==> config.mk <==
export PLATFORM = sky130hd
export DESIGN_NAME = alu_sequencer_flat
export DESIGN_NICKNAME = d
export VERILOG_FILES = /design/src/rtl/alu_pkg.sv /design/src/rtl/alu_sequencer_if.sv /design/src/rtl/rr_arbiter2.sv /design/src/rtl/alu_sequencer.sv /design/src/flat_wrapper.sv
export SDC_FILE = /design/constraint.sdc
export NUM_CORES = 1
export LEC_CHECK = 0
export CORE_ASPECT_RATIO = 0.9
export CORE_UTILIZATION = 50
export CTS_CLUSTER_SIZE = 28
export DETAILED_ROUTE_END_ITERATION = 12
export DONT_BUFFER_PORTS = 1
export HOLD_SLACK_MARGIN = 0.1
export SYNTH_ARGS = -nofsm -noshare
export SYNTH_HDL_FRONTEND = slang
export SYNTH_SLANG_ARGS = --single-unit
==> constraint.sdc <==
create_clock -name clk -period 2.51 [get_ports clk]
set_input_delay 0.502 -clock clk [delete_from_list [all_inputs] [get_ports clk]]
set_output_delay 0.502 -clock clk [all_outputs]
set_load 0.05 [all_outputs]
==> src/rtl/alu_pkg.sv <==
// Shared definitions for the ALU sequencer: ALU op codes, the highest legal op
// code and the sequencer FSM state encoding.
package alu_pkg;

  localparam logic [3:0] OP_ADD = 4'd0;
  localparam logic [3:0] OP_SUB = 4'd1;
  localparam logic [3:0] OP_AND = 4'd2;
  localparam logic [3:0] OP_OR  = 4'd3;
  localparam logic [3:0] OP_XOR = 4'd4;
  localparam logic [3:0] OP_NOT = 4'd5;
  localparam logic [3:0] OP_INC = 4'd6;
  localparam logic [3:0] OP_DEC = 4'd7;

  localparam logic [3:0] OP_MAX = OP_DEC;

  typedef enum logic [1:0] {
    ST_IDLE  = 2'd0,
    ST_DRIVE = 2'd1,
    ST_DONE  = 2'd2
  } state_e;

endpackage

==> src/rtl/alu_sequencer_if.sv <==
// Requester and ALU-side signals of the ALU sequencer. The slave modport is the
// sequencer; the master modport is its environment (both requesters plus the ALU).
interface alu_sequencer_if #(
  parameter int WIDTH = 16
);
  logic             req_0, req_1;
  logic [3:0]       op_0, op_1;
  logic [WIDTH-1:0] a_0, b_0, a_1, b_1;
  logic             done_0, done_1, err_0, err_1;
  logic [WIDTH-1:0] res_data;
  logic             res_carry, res_zero, busy;
  logic [WIDTH-1:0] alu_in_1, alu_in_2;
  logic [3:0]       alu_select;
  logic             alu_enable, alu_carry_in;
  logic [WIDTH-1:0] alu_data;
  logic             alu_carry_out, alu_zero;

  modport slave (
    input  req_0, op_0, a_0, b_0, req_1, op_1, a_1, b_1,
    input  alu_data, alu_carry_out, alu_zero,
    output done_0, done_1, err_0, err_1,
    output res_data, res_carry, res_zero, busy,
    output alu_in_1, alu_in_2, alu_select, alu_enable, alu_carry_in
  );

  modport master (
    output req_0, op_0, a_0, b_0, req_1, op_1, a_1, b_1,
    output alu_data, alu_carry_out, alu_zero,
    input  done_0, done_1, err_0, err_1,
    input  res_data, res_carry, res_zero, busy,
    input  alu_in_1, alu_in_2, alu_select, alu_enable, alu_carry_in
  );
endinterface

==> src/rtl/rr_arbiter2.sv <==
// Two-way round-robin arbiter. On a tie the requester that did not win last is
// granted; last_grant only advances when the owner accepts the grant via update.
module rr_arbiter2 (
  input  logic       clk,
  input  logic       reset,
  input  logic [1:0] req,
  input  logic       update,
  output logic       valid,
  output logic       grant
);

  logic last_grant_q, last_grant_d;

  always_comb begin
    valid = |req;
    if (req[0] && req[1]) begin
      grant = ~last_grant_q;
    end else begin
      grant = req[1];
    end
    last_grant_d = (update && valid) ? grant : last_grant_q;
  end

  // Reset to 1 so requester 0 wins the first tie.
  always_ff @(posedge clk or posedge reset) begin
    if (reset) begin
      last_grant_q <= 1'b1;
    end else begin
      last_grant_q <= last_grant_d;
    end
  end

endmodule

==> src/rtl/alu_sequencer.sv <==
// Shares one bus-driving ALU between two requesters: arbitrate, drive the ALU for
// exactly one cycle, capture result/flags, pulse done. Option: ALU_CARRY_CHAIN_EN.
module alu_sequencer
  import alu_pkg::*;
#(
  parameter int         WIDTH  = 16,
  parameter logic [3:0] OP_MAX = alu_pkg::OP_MAX
) (
  input logic            clk,
  input logic            reset,
  alu_sequencer_if.slave bus
);

  state_e           state_q, state_d;
  logic             owner_q, owner_d;
  logic [WIDTH-1:0] alu_in_1_q, alu_in_1_d;
  logic [WIDTH-1:0] alu_in_2_q, alu_in_2_d;
  logic [3:0]       alu_select_q, alu_select_d;
  logic             alu_enable_q, alu_enable_d;
  logic [1:0]       done_q, done_d;
  logic [1:0]       err_q, err_d;
  logic [WIDTH-1:0] res_data_q, res_data_d;
  logic             res_carry_q, res_carry_d;
  logic             res_zero_q, res_zero_d;
  logic             busy_q, busy_d;

  logic             arb_valid, arb_grant, arb_update;
  logic [3:0]       win_op;
  logic [WIDTH-1:0] win_a, win_b;
  logic             win_legal;
  logic             start_op;

  rr_arbiter2 u_arb (
    .clk    (clk),
    .reset  (reset),
    .req    ({bus.req_1, bus.req_0}),
    .update (arb_update),
    .valid  (arb_valid),
    .grant  (arb_grant)
  );

  always_comb begin
    win_op    = arb_grant ? bus.op_1 : bus.op_0;
    win_a     = arb_grant ? bus.a_1  : bus.a_0;
    win_b     = arb_grant ? bus.b_1  : bus.b_0;
    win_legal = (win_op <= OP_MAX);
    start_op  = (state_q == ST_IDLE) && arb_valid && win_legal;
  end

  always_comb begin
    state_d      = state_q;
    owner_d      = owner_q;
    alu_in_1_d   = alu_in_1_q;
    alu_in_2_d   = alu_in_2_q;
    alu_select_d = alu_select_q;
    alu_enable_d = 1'b0;
    done_d       = 2'b00;
    err_d        = 2'b00;
    res_data_d   = res_data_q;
    res_carry_d  = res_carry_q;
    res_zero_d   = res_zero_q;
    arb_update   = 1'b0;

    case (state_q)
      ST_IDLE: begin
        if (arb_valid) begin
          arb_update = 1'b1;
          if (win_legal) begin
            alu_in_1_d   = win_a;
            alu_in_2_d   = win_b;
            alu_select_d = win_op;
            alu_enable_d = 1'b1;
            owner_d      = arb_grant;
            state_d      = ST_DRIVE;
          end else begin
            err_d[arb_grant] = 1'b1;
          end
        end
      end
      // ALU outputs are only valid while enable is high, i.e. at this edge.
      ST_DRIVE: begin
        res_data_d       = bus.alu_data;
        res_carry_d      = bus.alu_carry_out;
        res_zero_d       = bus.alu_zero;
        done_d[owner_q]  = 1'b1;
        state_d          = ST_DONE;
      end
      ST_DONE: begin
        state_d = ST_IDLE;
      end
      default: begin
        state_d = ST_IDLE;
      end
    endcase

    busy_d = (state_d != ST_IDLE);
  end

  always_ff @(posedge clk or posedge reset) begin
    if (reset) begin
      state_q      <= ST_IDLE;
      owner_q      <= 1'b0;
      alu_in_1_q   <= '0;
      alu_in_2_q   <= '0;
      alu_select_q <= 4'd0;
      alu_enable_q <= 1'b0;
      done_q       <= 2'b00;
      err_q        <= 2'b00;
      res_data_q   <= '0;
      res_carry_q  <= 1'b0;
      res_zero_q   <= 1'b0;
      busy_q       <= 1'b0;
    end else begin
      state_q      <= state_d;
      owner_q      <= owner_d;
      alu_in_1_q   <= alu_in_1_d;
      alu_in_2_q   <= alu_in_2_d;
      alu_select_q <= alu_select_d;
      alu_enable_q <= alu_enable_d;
      done_q       <= done_d;
      err_q        <= err_d;
      res_data_q   <= res_data_d;
      res_carry_q  <= res_carry_d;
      res_zero_q   <= res_zero_d;
      busy_q       <= busy_d;
    end
  end

`ifdef ALU_CARRY_CHAIN_EN
  // Per-requester carry so each requester can chain multi-word adds independently.
  logic [1:0] cf_q, cf_d;
  logic       alu_carry_in_q, alu_carry_in_d;

  always_comb begin
    cf_d           = cf_q;
    alu_carry_in_d = alu_carry_in_q;
    if (state_q == ST_DRIVE) begin
      cf_d[owner_q]  = bus.alu_carry_out;
      alu_carry_in_d = 1'b0;
    end else if (start_op) begin
      alu_carry_in_d = (win_op == OP_ADD) ? cf_q[arb_grant] : 1'b0;
    end
  end

  always_ff @(posedge clk or posedge reset) begin
    if (reset) begin
      cf_q           <= 2'b00;
      alu_carry_in_q <= 1'b0;
    end else begin
      cf_q           <= cf_d;
      alu_carry_in_q <= alu_carry_in_d;
    end
  end

  assign bus.alu_carry_in = alu_carry_in_q;
`else
  assign bus.alu_carry_in = 1'b0;
`endif

  assign bus.alu_in_1   = alu_in_1_q;
  assign bus.alu_in_2   = alu_in_2_q;
  assign bus.alu_select = alu_select_q;
  assign bus.alu_enable = alu_enable_q;
  assign bus.done_0     = done_q[0];
  assign bus.done_1     = done_q[1];
  assign bus.err_0      = err_q[0];
  assign bus.err_1      = err_q[1];
  assign bus.res_data   = res_data_q;
  assign bus.res_carry  = res_carry_q;
  assign bus.res_zero   = res_zero_q;
  assign bus.busy       = busy_q;

endmodule

==> src/flat_wrapper.sv <==
// flat-port wrapper written by rule: the top's interface ports become plain ports
module alu_sequencer_flat import alu_pkg::*;
#(
  parameter int         WIDTH  = 16,
  parameter logic [3:0] OP_MAX = alu_pkg::OP_MAX
)
  (clk, reset, bus_req_0, bus_op_0, bus_a_0, bus_b_0, bus_req_1, bus_op_1, bus_a_1, bus_b_1, bus_alu_data, bus_alu_carry_out, bus_alu_zero, bus_done_0, bus_done_1, bus_err_0, bus_err_1, bus_res_data, bus_res_carry, bus_res_zero, bus_busy, bus_alu_in_1, bus_alu_in_2, bus_alu_select, bus_alu_enable, bus_alu_carry_in);
  alu_sequencer_if #(.WIDTH(WIDTH)) bus_i ();
  input logic clk;
  input logic reset;
  input wire logic [$bits(bus_i.req_0)-1:0] bus_req_0;
  input wire logic [$bits(bus_i.op_0)-1:0] bus_op_0;
  input wire logic [$bits(bus_i.a_0)-1:0] bus_a_0;
  input wire logic [$bits(bus_i.b_0)-1:0] bus_b_0;
  input wire logic [$bits(bus_i.req_1)-1:0] bus_req_1;
  input wire logic [$bits(bus_i.op_1)-1:0] bus_op_1;
  input wire logic [$bits(bus_i.a_1)-1:0] bus_a_1;
  input wire logic [$bits(bus_i.b_1)-1:0] bus_b_1;
  input wire logic [$bits(bus_i.alu_data)-1:0] bus_alu_data;
  input wire logic [$bits(bus_i.alu_carry_out)-1:0] bus_alu_carry_out;
  input wire logic [$bits(bus_i.alu_zero)-1:0] bus_alu_zero;
  output wire logic [$bits(bus_i.done_0)-1:0] bus_done_0;
  output wire logic [$bits(bus_i.done_1)-1:0] bus_done_1;
  output wire logic [$bits(bus_i.err_0)-1:0] bus_err_0;
  output wire logic [$bits(bus_i.err_1)-1:0] bus_err_1;
  output wire logic [$bits(bus_i.res_data)-1:0] bus_res_data;
  output wire logic [$bits(bus_i.res_carry)-1:0] bus_res_carry;
  output wire logic [$bits(bus_i.res_zero)-1:0] bus_res_zero;
  output wire logic [$bits(bus_i.busy)-1:0] bus_busy;
  output wire logic [$bits(bus_i.alu_in_1)-1:0] bus_alu_in_1;
  output wire logic [$bits(bus_i.alu_in_2)-1:0] bus_alu_in_2;
  output wire logic [$bits(bus_i.alu_select)-1:0] bus_alu_select;
  output wire logic [$bits(bus_i.alu_enable)-1:0] bus_alu_enable;
  output wire logic [$bits(bus_i.alu_carry_in)-1:0] bus_alu_carry_in;
  assign bus_i.req_0 = bus_req_0;
  assign bus_i.op_0 = bus_op_0;
  assign bus_i.a_0 = bus_a_0;
  assign bus_i.b_0 = bus_b_0;
  assign bus_i.req_1 = bus_req_1;
  assign bus_i.op_1 = bus_op_1;
  assign bus_i.a_1 = bus_a_1;
  assign bus_i.b_1 = bus_b_1;
  assign bus_i.alu_data = bus_alu_data;
  assign bus_i.alu_carry_out = bus_alu_carry_out;
  assign bus_i.alu_zero = bus_alu_zero;
  assign bus_done_0 = bus_i.done_0;
  assign bus_done_1 = bus_i.done_1;
  assign bus_err_0 = bus_i.err_0;
  assign bus_err_1 = bus_i.err_1;
  assign bus_res_data = bus_i.res_data;
  assign bus_res_carry = bus_i.res_carry;
  assign bus_res_zero = bus_i.res_zero;
  assign bus_busy = bus_i.busy;
  assign bus_alu_in_1 = bus_i.alu_in_1;
  assign bus_alu_in_2 = bus_i.alu_in_2;
  assign bus_alu_select = bus_i.alu_select;
  assign bus_alu_enable = bus_i.alu_enable;
  assign bus_alu_carry_in = bus_i.alu_carry_in;
  alu_sequencer #(.WIDTH(WIDTH), .OP_MAX(OP_MAX)) u_core (.clk(clk), .reset(reset), .bus(bus_i));
endmodule
Word-level counts from Yosys, hierarchy flattened. Cells that the tools add are included.

Magnitude comparators: 5. Equality and inequality tests: 1. Mux-type cells: 20. Bitwise operators: 1. Reductions and logical operators: 8.

Operators with widths (number): $mux 16 (2); $mux 2 (6); $mux 1 (8); $le 4x3->1 const B (1); $logic_and 1x1->1 (4); $lt 1x2->1 const B (2); $mux 4 (1); $pmux 2 s2 (1); $reduce_and 3->1 (1); $demux 1 s1 (2); $eq 2x1->1 const B (1); $ge 1x1->1 const B (2); $logic_not 2->1 (1); $reduce_bool 2->1 (1); $reduce_or 2->1 (1); $not 1->1 (1).

Bits in registers: 64. Input bits: 94. Output and inout port bits: 61. Logic and storage cells: 48.

Logic depth before layout (Yosys ltp). Gate-level depths: netlist (run 1).

Depth after elaboration: 9. Mapped depth: 6. Gate-level depth less buffers: 4.

By module. From an unflattened synthesis (run 1), not the netlist that was laid out.

Cell total of the unflattened synthesis: 187. Area total of the unflattened synthesis: 2945.3 µm².

By module, submodules not included: alu_sequencer (instances 1, cells an instance 181, area each 2890.3 µm², seq. area each 1576.5 µm²); rr_arbiter2 (instances 1, cells an instance 6, area each 55.1 µm², seq. area each 26.3 µm²).

Worst setup path before layout (run 1). Ideal clock, no wire load.

Path kind: register to register. From: register u_core.u_arb.last_grant_q. To: register u_core.alu_in_1_q[10], in the netlist u_core.bus.alu_in_1[10]. Setup time: 0.080 ns. Data arrival time: 1.509 ns. Required time: 2.430 ns. Path slack: 0.921 ns. Cell stages (with the launch flop): 7. Buffers on the path: 2. Period minus slack after synthesis: 1.589 ns. Cell sequence: dfstp_2 > nand2b_1 > a22oi_2 > a2111oi_4 > buf_6 > buf_4 > a2bb2oi_1.

Word-level cells in the longest chain between the ends: 5. Elaborated cells between the ends (all ways): 6. Classes of those cells: order compare: 1; mux: 3; bitwise: 1; reduce/logical: 1.

Ends and longest elaborated chain: start, declared (RTL line rr_arbiter2.sv:12) `logic last_grant_q, last_grant_d;`; start signal, assigned (RTL line rr_arbiter2.sv:29) `last_grant_q <= last_grant_d;`; $not 1->1 * (RTL line rr_arbiter2.sv:17) `grant = ~last_grant_q;`; $mux 1 * (RTL line rr_arbiter2.sv:16) `if (req[0] && req[1]) begin`; $mux 4 (RTL line alu_sequencer.sv:43) `win_op = arb_grant ? bus.op_1 : bus.op_0;`; $le 4x3->1 (RTL line alu_sequencer.sv:46) `win_legal = (win_op <= OP_MAX);`; $reduce_and 3->1 (no line); end signal, assigned (RTL line alu_sequencer.sv:116) `alu_in_1_q <= alu_in_1_d;`; end, declared (RTL line alu_sequencer.sv:16) `logic [WIDTH-1:0] alu_in_1_q, alu_in_1_d;`.

Mark *: on every way between the ends. The rest lies on a longest branch, timed or not. A chain may end at the register's enable or synchronous reset.

Final worst setup path (run 1).
From: register u_core.u_arb.last_grant_q. To: register u_core.alu_select_q[2], in the netlist u_core.bus.alu_select[2].

Word-level cells in the longest chain between the ends: 5.

Ends and longest elaborated chain: $not 1->1 * (RTL line rr_arbiter2.sv:17); $mux 1 * (RTL line rr_arbiter2.sv:16); $mux 4 * (RTL line alu_sequencer.sv:43); $le 4x3->1 (RTL line alu_sequencer.sv:46); $reduce_and 3->1 (no line); end signal, assigned (RTL line alu_sequencer.sv:118) `alu_select_q <= alu_select_d;`; end, declared (RTL line alu_sequencer.sv:18) `logic [3:0] alu_select_q, alu_select_d;`.

Marked as above.

==> run metrics, run 1 <==
top_reg_cell synth=dfrtp_1; Initial Utilization=52.9%; first-pass GRT wire length=9.76 mm; Syn Nets=328; crit end category=flop; ant diodes=0; CTS resizes=0; largest family of logic cells by synthesized area=compound AO/OA/AOI/OAI gates; Total Routing Usage GR=22.7%; FP Rows=25; RSZ-0062 raised after global routing=false; Slew @ Worst Pin=0.679 ns; switching power=2.75 mW; Core ar.=5380 µm²; utilization after layout=57.6%; Arr. time, crit path=2.01 ns; H-tree lvl count=3; PnR worst setup slack=0.741 ns; Crit Path Max Fanout=20; clock-pin slew on the worst setup and hold paths=0.07 ns; Final #Nets=326; flops & latches, synth=64; mapped cell area=2850 µm²; Worst slew margin=54.7%; syn avg cell area=12.2 µm²; total power=5.23 mW; Routed WL per cell=21.7 µm; clock period minus worst slack=1.77 ns; Post-synth EDFFs=0; Placed Area=2910 µm²; CTS tree=built; Root Buffer=clkbuf_8; DIE WIDTH=81.6 µm; FFs w/ async S/R, synth=100%; met2 usage=37.0%; GR Overflow Total=0; final hold slack=0.149 ns; final instance area=3100 µm²; Reg-to-Reg Start=u_core.u_arb.last_grant_q$_DFFE_PP1P_; Post-Layout Cell Count=304; postcts setup bufs=0; outcome=finished, final reports clean; largest net degree at the start of global routing=41; Max IR drop VDD=1.06 mV; grt peak-use layer=met2; Leak=1.24 nW; Min-Delay Path Class=in2async; vias=1915; crit start category=flop; Yosys cell types=29; simple-gate share of the synthesized area=11.5%; count of final setup violators=0; DP Cell Count=288; Internal=2.49 mW; area added between synthesis and finish=8.74%; initial antenna violation count=0; Placer Congestion=0.753; clock skew=0.0106 ns; I/O pin total=155; layout cells sized above 1=33.3%; Fin. Hold Viols=0; final WL=6.61 mm; Reg2Reg Depth=5; post-route setup TNS=0 ns; Mapped Cells=234; Ys Warns=0; critical path class=reg2reg; total power divided by cell area=1690 nW/µm²; mux cell area share after synthesis=7.12%; vias in the first global route=1897; DIE AREA=6000 µm²; # DRC=0; top-area cell type share of the netlist area=55.4%; met3 usage=11.1%; First-pass DRT Iterations=4; post-synthesis xor/xnor area fraction=0%; Clk network pwr share=16.3%; Comb power frac=17.5%; pre-CTS setup slack=0.745 ns; total CTS buffers=9; Required @ worst endpoint=2.75 ns; DP Wirelength=4.65 mm; final worst-path cycle share=70.5%; crit path from=u_core.u_arb.last_grant_q$_DFFE_PP1P_; Die Y=73.6 µm; DRT iter0 DRCs=78; top post-synthesis cells by count=dfrtp_1, o21ai_0, a2bb2oi_1; worst reg-to-reg setup slack=0.74 ns; RR Endpoint=u_core.bus.alu_select[2]$_DFFE_PP0P_; f_max=565 MHz; Routed Antenna Nets=0; switching share of total power=52.5%; adder-cell share of the synthesized area=0%; CTS Buffer Depth=2; clk_lat worst skew=0.33 ns; PortBufs=0; hold_buf cts=0; via-per-instance ratio=6.30; CTS Sinks=64; top cells by area, synth=dfrtp_1, a2bb2oi_1, mux2_2, o21ai_0, or3_2; fill count=452; Pins Over Slew Limit=0; grt met1 use=26.8%; Synth Area in Compound Gates=20.8%; top-count cell post-synth=dfrtp_1; maxcap violations=0; register share of total power=66.2%; sequential share of the synthesized area=56.3%; cell taking the most area after synthesis=dfrtp_1
-- power groups by stage --
| stage | clock network, mW | registers (mW) | logic [mW] |
|---|---|---|---|
| 2_1_floorplan | 0 | 3.35 | 0.793 |
| 3_3_place_gp | 0 | 3.47 | 0.856 |
| 3_5_place_dp | 0 | 3.49 | 0.931 |
| 4_1_cts | 0.874 | 3.47 | 0.928 |
| 5_1_grt | 0.930 | 3.52 | 1.01 |
| 6_report | 0.851 | 3.47 | 0.916 |
-- how the worst max path moves through the flow --
stage                                      endpoint  cells after the start
5_1_grt          u_core.bus.alu_in_1[0]$_DFFE_PP0P_                      5
3_3_place_gp     u_core.bus.alu_in_1[4]$_DFFE_PP0P_                      5
4_1_cts          u_core.bus.alu_in_1[0]$_DFFE_PP0P_                      5
3_5_place_dp     u_core.bus.alu_in_1[0]$_DFFE_PP0P_                      5
2_1_floorplan       u_core.bus.alu_enable$_DFF_PP0_                      1
6_report       u_core.bus.alu_select[2]$_DFFE_PP0P_                      5
-- registers in the layout, summed over array words and instances, names as in the netlist --
register / cells
u_core.bus.busy: 1
u_core.err_q: 2
u_core.bus.alu_select: 4
u_core.owner_q: 1
u_core.state_q: 2
u_core.bus.alu_in_1: 16
u_core.bus.alu_enable: 1
u_core.bus.res_zero: 1
u_core.u_arb.last_grant_q: 1
u_core.done_q: 2
u_core.bus.res_data: 16
u_core.bus.alu_in_2: 16
u_core.bus.res_carry: 1
-- logic make-up (layout without fill, tap and decap cells) --
logic type / after synthesis / count (layout)
other: 1 / 1
buffers and inverters: 23 / 26
AND/OR/NAND/NOR: 49 / 49
AO/OA/AOI/OAI: 79 / 79
multiplexers: 18 / 18
flip-flops: 64 / 64
-- layer usage --
layer | vias up | wire, µm
met2 | 115 | 3260
li1 | 854 | -
met1 | 937 | 2500
met4 | 0 | 74
met5 | - | 0
met3 | 9 | 778
-- layout make-up --
type	count	area [µm²]	area share [%]
Sequential cell	64	1600	51.8
Multi-Input combinational cell	147	1140	36.8
Clock buffer	12	145	4.69
Tap cell	67	83.8	2.71
Timing Repair Buffer	8	72.6	2.34
Clock inverter	4	45.0	1.45
Inverter	2	7.51	0.242
-- worst max-delay path: stages, from the launching register on --
cell	delay [ns]
dfstp_2	0.56
nand2b_1	0.12
a22oi_2	0.10
a2111oi_4	0.36
buf_4	0.32
a2bb2oi_1	0.20
-- placed cells by master (no fill, tap or decap), types with 3 or more instances in the layout --
cell and instances:
mux2_2 18, a2bb2oi_2 4, or3_2 25, o21ai_0 38, or3_1 10, nand2_1 3
clkbuf_8 10, a2bb2oi_1 31, dfrtp_1 63, clkinv_2 3, buf_4 7
(Power assumes the default switching activity.)
==> run 2, diff against run 1 <==
PLACE_DENSITY = 0.68   (was not set)
clock period = 1.45 ns   (was 2.51 ns; I/O delays follow)
==> run 2 against run 1 <==
Net effect:
- the flow now finishes with violations (negative setup slack)
- maximum frequency up 13%
- flip-flop and latch count stayed put
- final cell count increased by 8.2%
- hold slack worse by 0.035 ns
- clock skew shrank 0.0045 ns
- largest cell class unchanged
==> run metrics, run 2 (synthesized netlist as in run 1, its figures left out) <==
clk_lat worst skew=0.33 ns (about the same); Routed WL per cell=19.7 µm (-9.5%); Crit Path Max Fanout=20 (unchanged); final hold slack=0.113 ns (-0.0355 ns); FP Rows=25 (unchanged); failing checks=negative setup slack; Reg2Reg Depth=5 (unchanged); Initial Utilization=52.9% (unchanged); switching share of total power=51.0% (-1.4 points); Root Buffer=clkbuf_8; Core ar.=5380 µm² (unchanged); DIE WIDTH=81.6 µm (unchanged); crit path from=u_core.u_arb.last_grant_q$_DFFE_PP1P_; Fin. Hold Viols=0 (unchanged); RSZ-0062 raised after global routing=true; PortBufs=0 (unchanged); critical path class=reg2reg; switching power=4.80 mW (+75%); utilization after layout=64.0% (+6.5 points); Max IR drop VDD=1.39 mV (+31%); Internal=4.60 mW (+85%); Min-Delay Path Class=in2reg; total CTS buffers=9 (unchanged); worst reg-to-reg setup slack=-0.12 ns (-0.86 ns); register share of total power=63.3% (-2.9 points); Pins Over Slew Limit=0 (unchanged); Arr. time, crit path=1.82 ns (-0.19 ns); initial antenna violation count=0 (unchanged); DRT iter0 DRCs=99 (+27%); ant diodes=0 (unchanged); Clk network pwr share=17.7% (+1.4 points); Placer Congestion=0.671 (-11%); CP Capture Point=u_core.bus.alu_in_1[6]$_DFFE_PP0P_; Comb power frac=19.0% (+1.5 points); layout cells sized above 1=35.9% (+2.5 points); Leak=1.38 nW (+12%); Required @ worst endpoint=1.70 ns (-1.05 ns); Die Y=73.6 µm (unchanged); clock period minus worst slack=1.57 ns (-0.202 ns); total power divided by cell area=2730 nW/µm² (+62%); final instance area=3440 µm² (+11%); Placed Area=2980 µm² (+2.5%); first-pass GRT wire length=9.76 mm (unchanged); postcts setup bufs=0 (unchanged); outcome=finished with violations; Final #Nets=351 (+7.7%); DIE AREA=6000 µm² (unchanged); DP Wirelength=4.20 mm (-9.8%); final worst-path cycle share=108% (+38 points); CTS Buffer Depth=2 (unchanged); GR Overflow Total=0 (unchanged); CTS Sinks=64 (unchanged); CTS tree=built; # DRC=0 (unchanged); Worst slew margin=65.9% (+11 points); Slew @ Worst Pin=0.511 ns (-0.168 ns); vias in the first global route=1926 (+1.5%); post-route setup TNS=-2.92 ns (-2.92 ns); I/O pin total=155 (unchanged); via-per-instance ratio=6.02 (-4.5%); Routed Antenna Nets=0 (unchanged); clock skew=0.00612 ns (-0.00447 ns); clock-pin slew on the worst setup and hold paths=0.07 ns (about the same); H-tree lvl count=3 (unchanged); count of final setup violators=37 (+37); crit end category=flop; vias=1980 (+3.4%); pre-CTS setup slack=-0.107 ns (-0.852 ns); PnR worst setup slack=-0.117 ns (-0.858 ns); maxcap violations=0 (unchanged); Total Routing Usage GR=22.5% (-0.21 points); most frequent cells in the layout=dfrtp_1, o21ai_0, a2bb2oi_1, or3_2, dlygate4sd3_1; largest net degree at the start of global routing=65 (+59%); Reg-to-Reg Start=u_core.u_arb.last_grant_q$_DFFE_PP1P_; area added between synthesis and finish=21.0%; final WL=6.47 mm (-2.1%); RR Endpoint=u_core.bus.alu_in_1[6]$_DFFE_PP0P_; f_max=638 MHz (+13%); crit start category=flop; First-pass DRT Iterations=4 (unchanged); most common cell after layout, fill and taps aside=dfrtp_1
-- run 2: cell types whose count changed in the layout (fill, tap and decap cells not counted), moves of 3 or more --
cell           change
buf_6              +4
o21ai_1            +3
clkinv_4           +3
dlygate4sd3_1     +19
a2bb2oi_1          -3
o21ai_2            +4
o21ai_0            -7
a2bb2oi_2          +3
-- run 2: power groups by stage --
stage               Clock, mW  Sequential, mW  Combinational (mW)
finish                   1.67            5.95                1.79
global route             1.80            6.06                1.95
CTS                      1.71            5.96                1.78
detailed placement          0            5.99                1.69
global placement            0            5.98                1.63
floorplan                   0            5.81                1.39
-- run 2: routing by layer --
| metal | GRT usage [%] | routed length [µm] | vias to the layer above |
|---|---|---|---|
| li1 | - | - | 911 |
| met1 | 28.8 | 2700 | 968 |
| met2 | 34.8 | 3030 | 95 |
| met3 | 9.32 | 670 | 6 |
| met4 | 6.55 | 70 | 0 |
| met5 | 0 | 0 | - |
-- run 2: worst min-delay path by stage --
stage	slack, ns	to	from	cells after the start
after detailed placement	0.28	u_core.bus.alu_in_1[8]$_DFFE_PP0P_	reset	2
after global placement	0.27	u_core.bus.alu_in_1[7]$_DFFE_PP0P_	reset	2
after floorplan	0.42	u_core.bus.alu_enable$_DFF_PP0_	reset	1
after CTS	0.10	u_core.bus.res_data[9]$_DFFE_PP0P_	bus_alu_data[9]	1
final	0.11	u_core.bus.res_data[9]$_DFFE_PP0P_	bus_alu_data[9]	1
after global routing	0.10	u_core.bus.res_data[9]$_DFFE_PP0P_	bus_alu_data[9]	1
-- run 2: final cells by class --
class / count / area (µm²)
tap: 67 / 83.8
sequential: 64 / 1600
fill: 416 / 1940
clock buffer: 9 / 124
multi-input combinational: 147 / 1180
inverter: 2 / 11.3
clock inverter: 7 / 96.3
timing repair buffer: 33 / 348
-- run 2: stage by stage --
stage | std cells | power (mW)
after detailed placement | 294 | 7.67
after floorplan | 234 | 7.20
after global routing | 329 | 9.81
final | 329 | 9.40
after CTS | 329 | 9.45
after global placement | 294 | 7.61
-- run 2: what timing repair did --
item,CTS,global route
setup endpoints to repair,37,37
hold endpoints to repair,82,0
hold buffers,19,0
pin swaps,0,0
cloned,0,0
gates resized for setup,11,5
-- run 2: worst max-delay path, cell delays in order (launching register included) --
cell	delay, ns
dfstp_2	0.56
nand2b_4	0.13
a22oi_2	0.07
a2111oi_4	0.27
buf_6	0.25
a2bb2oi_1	0.19
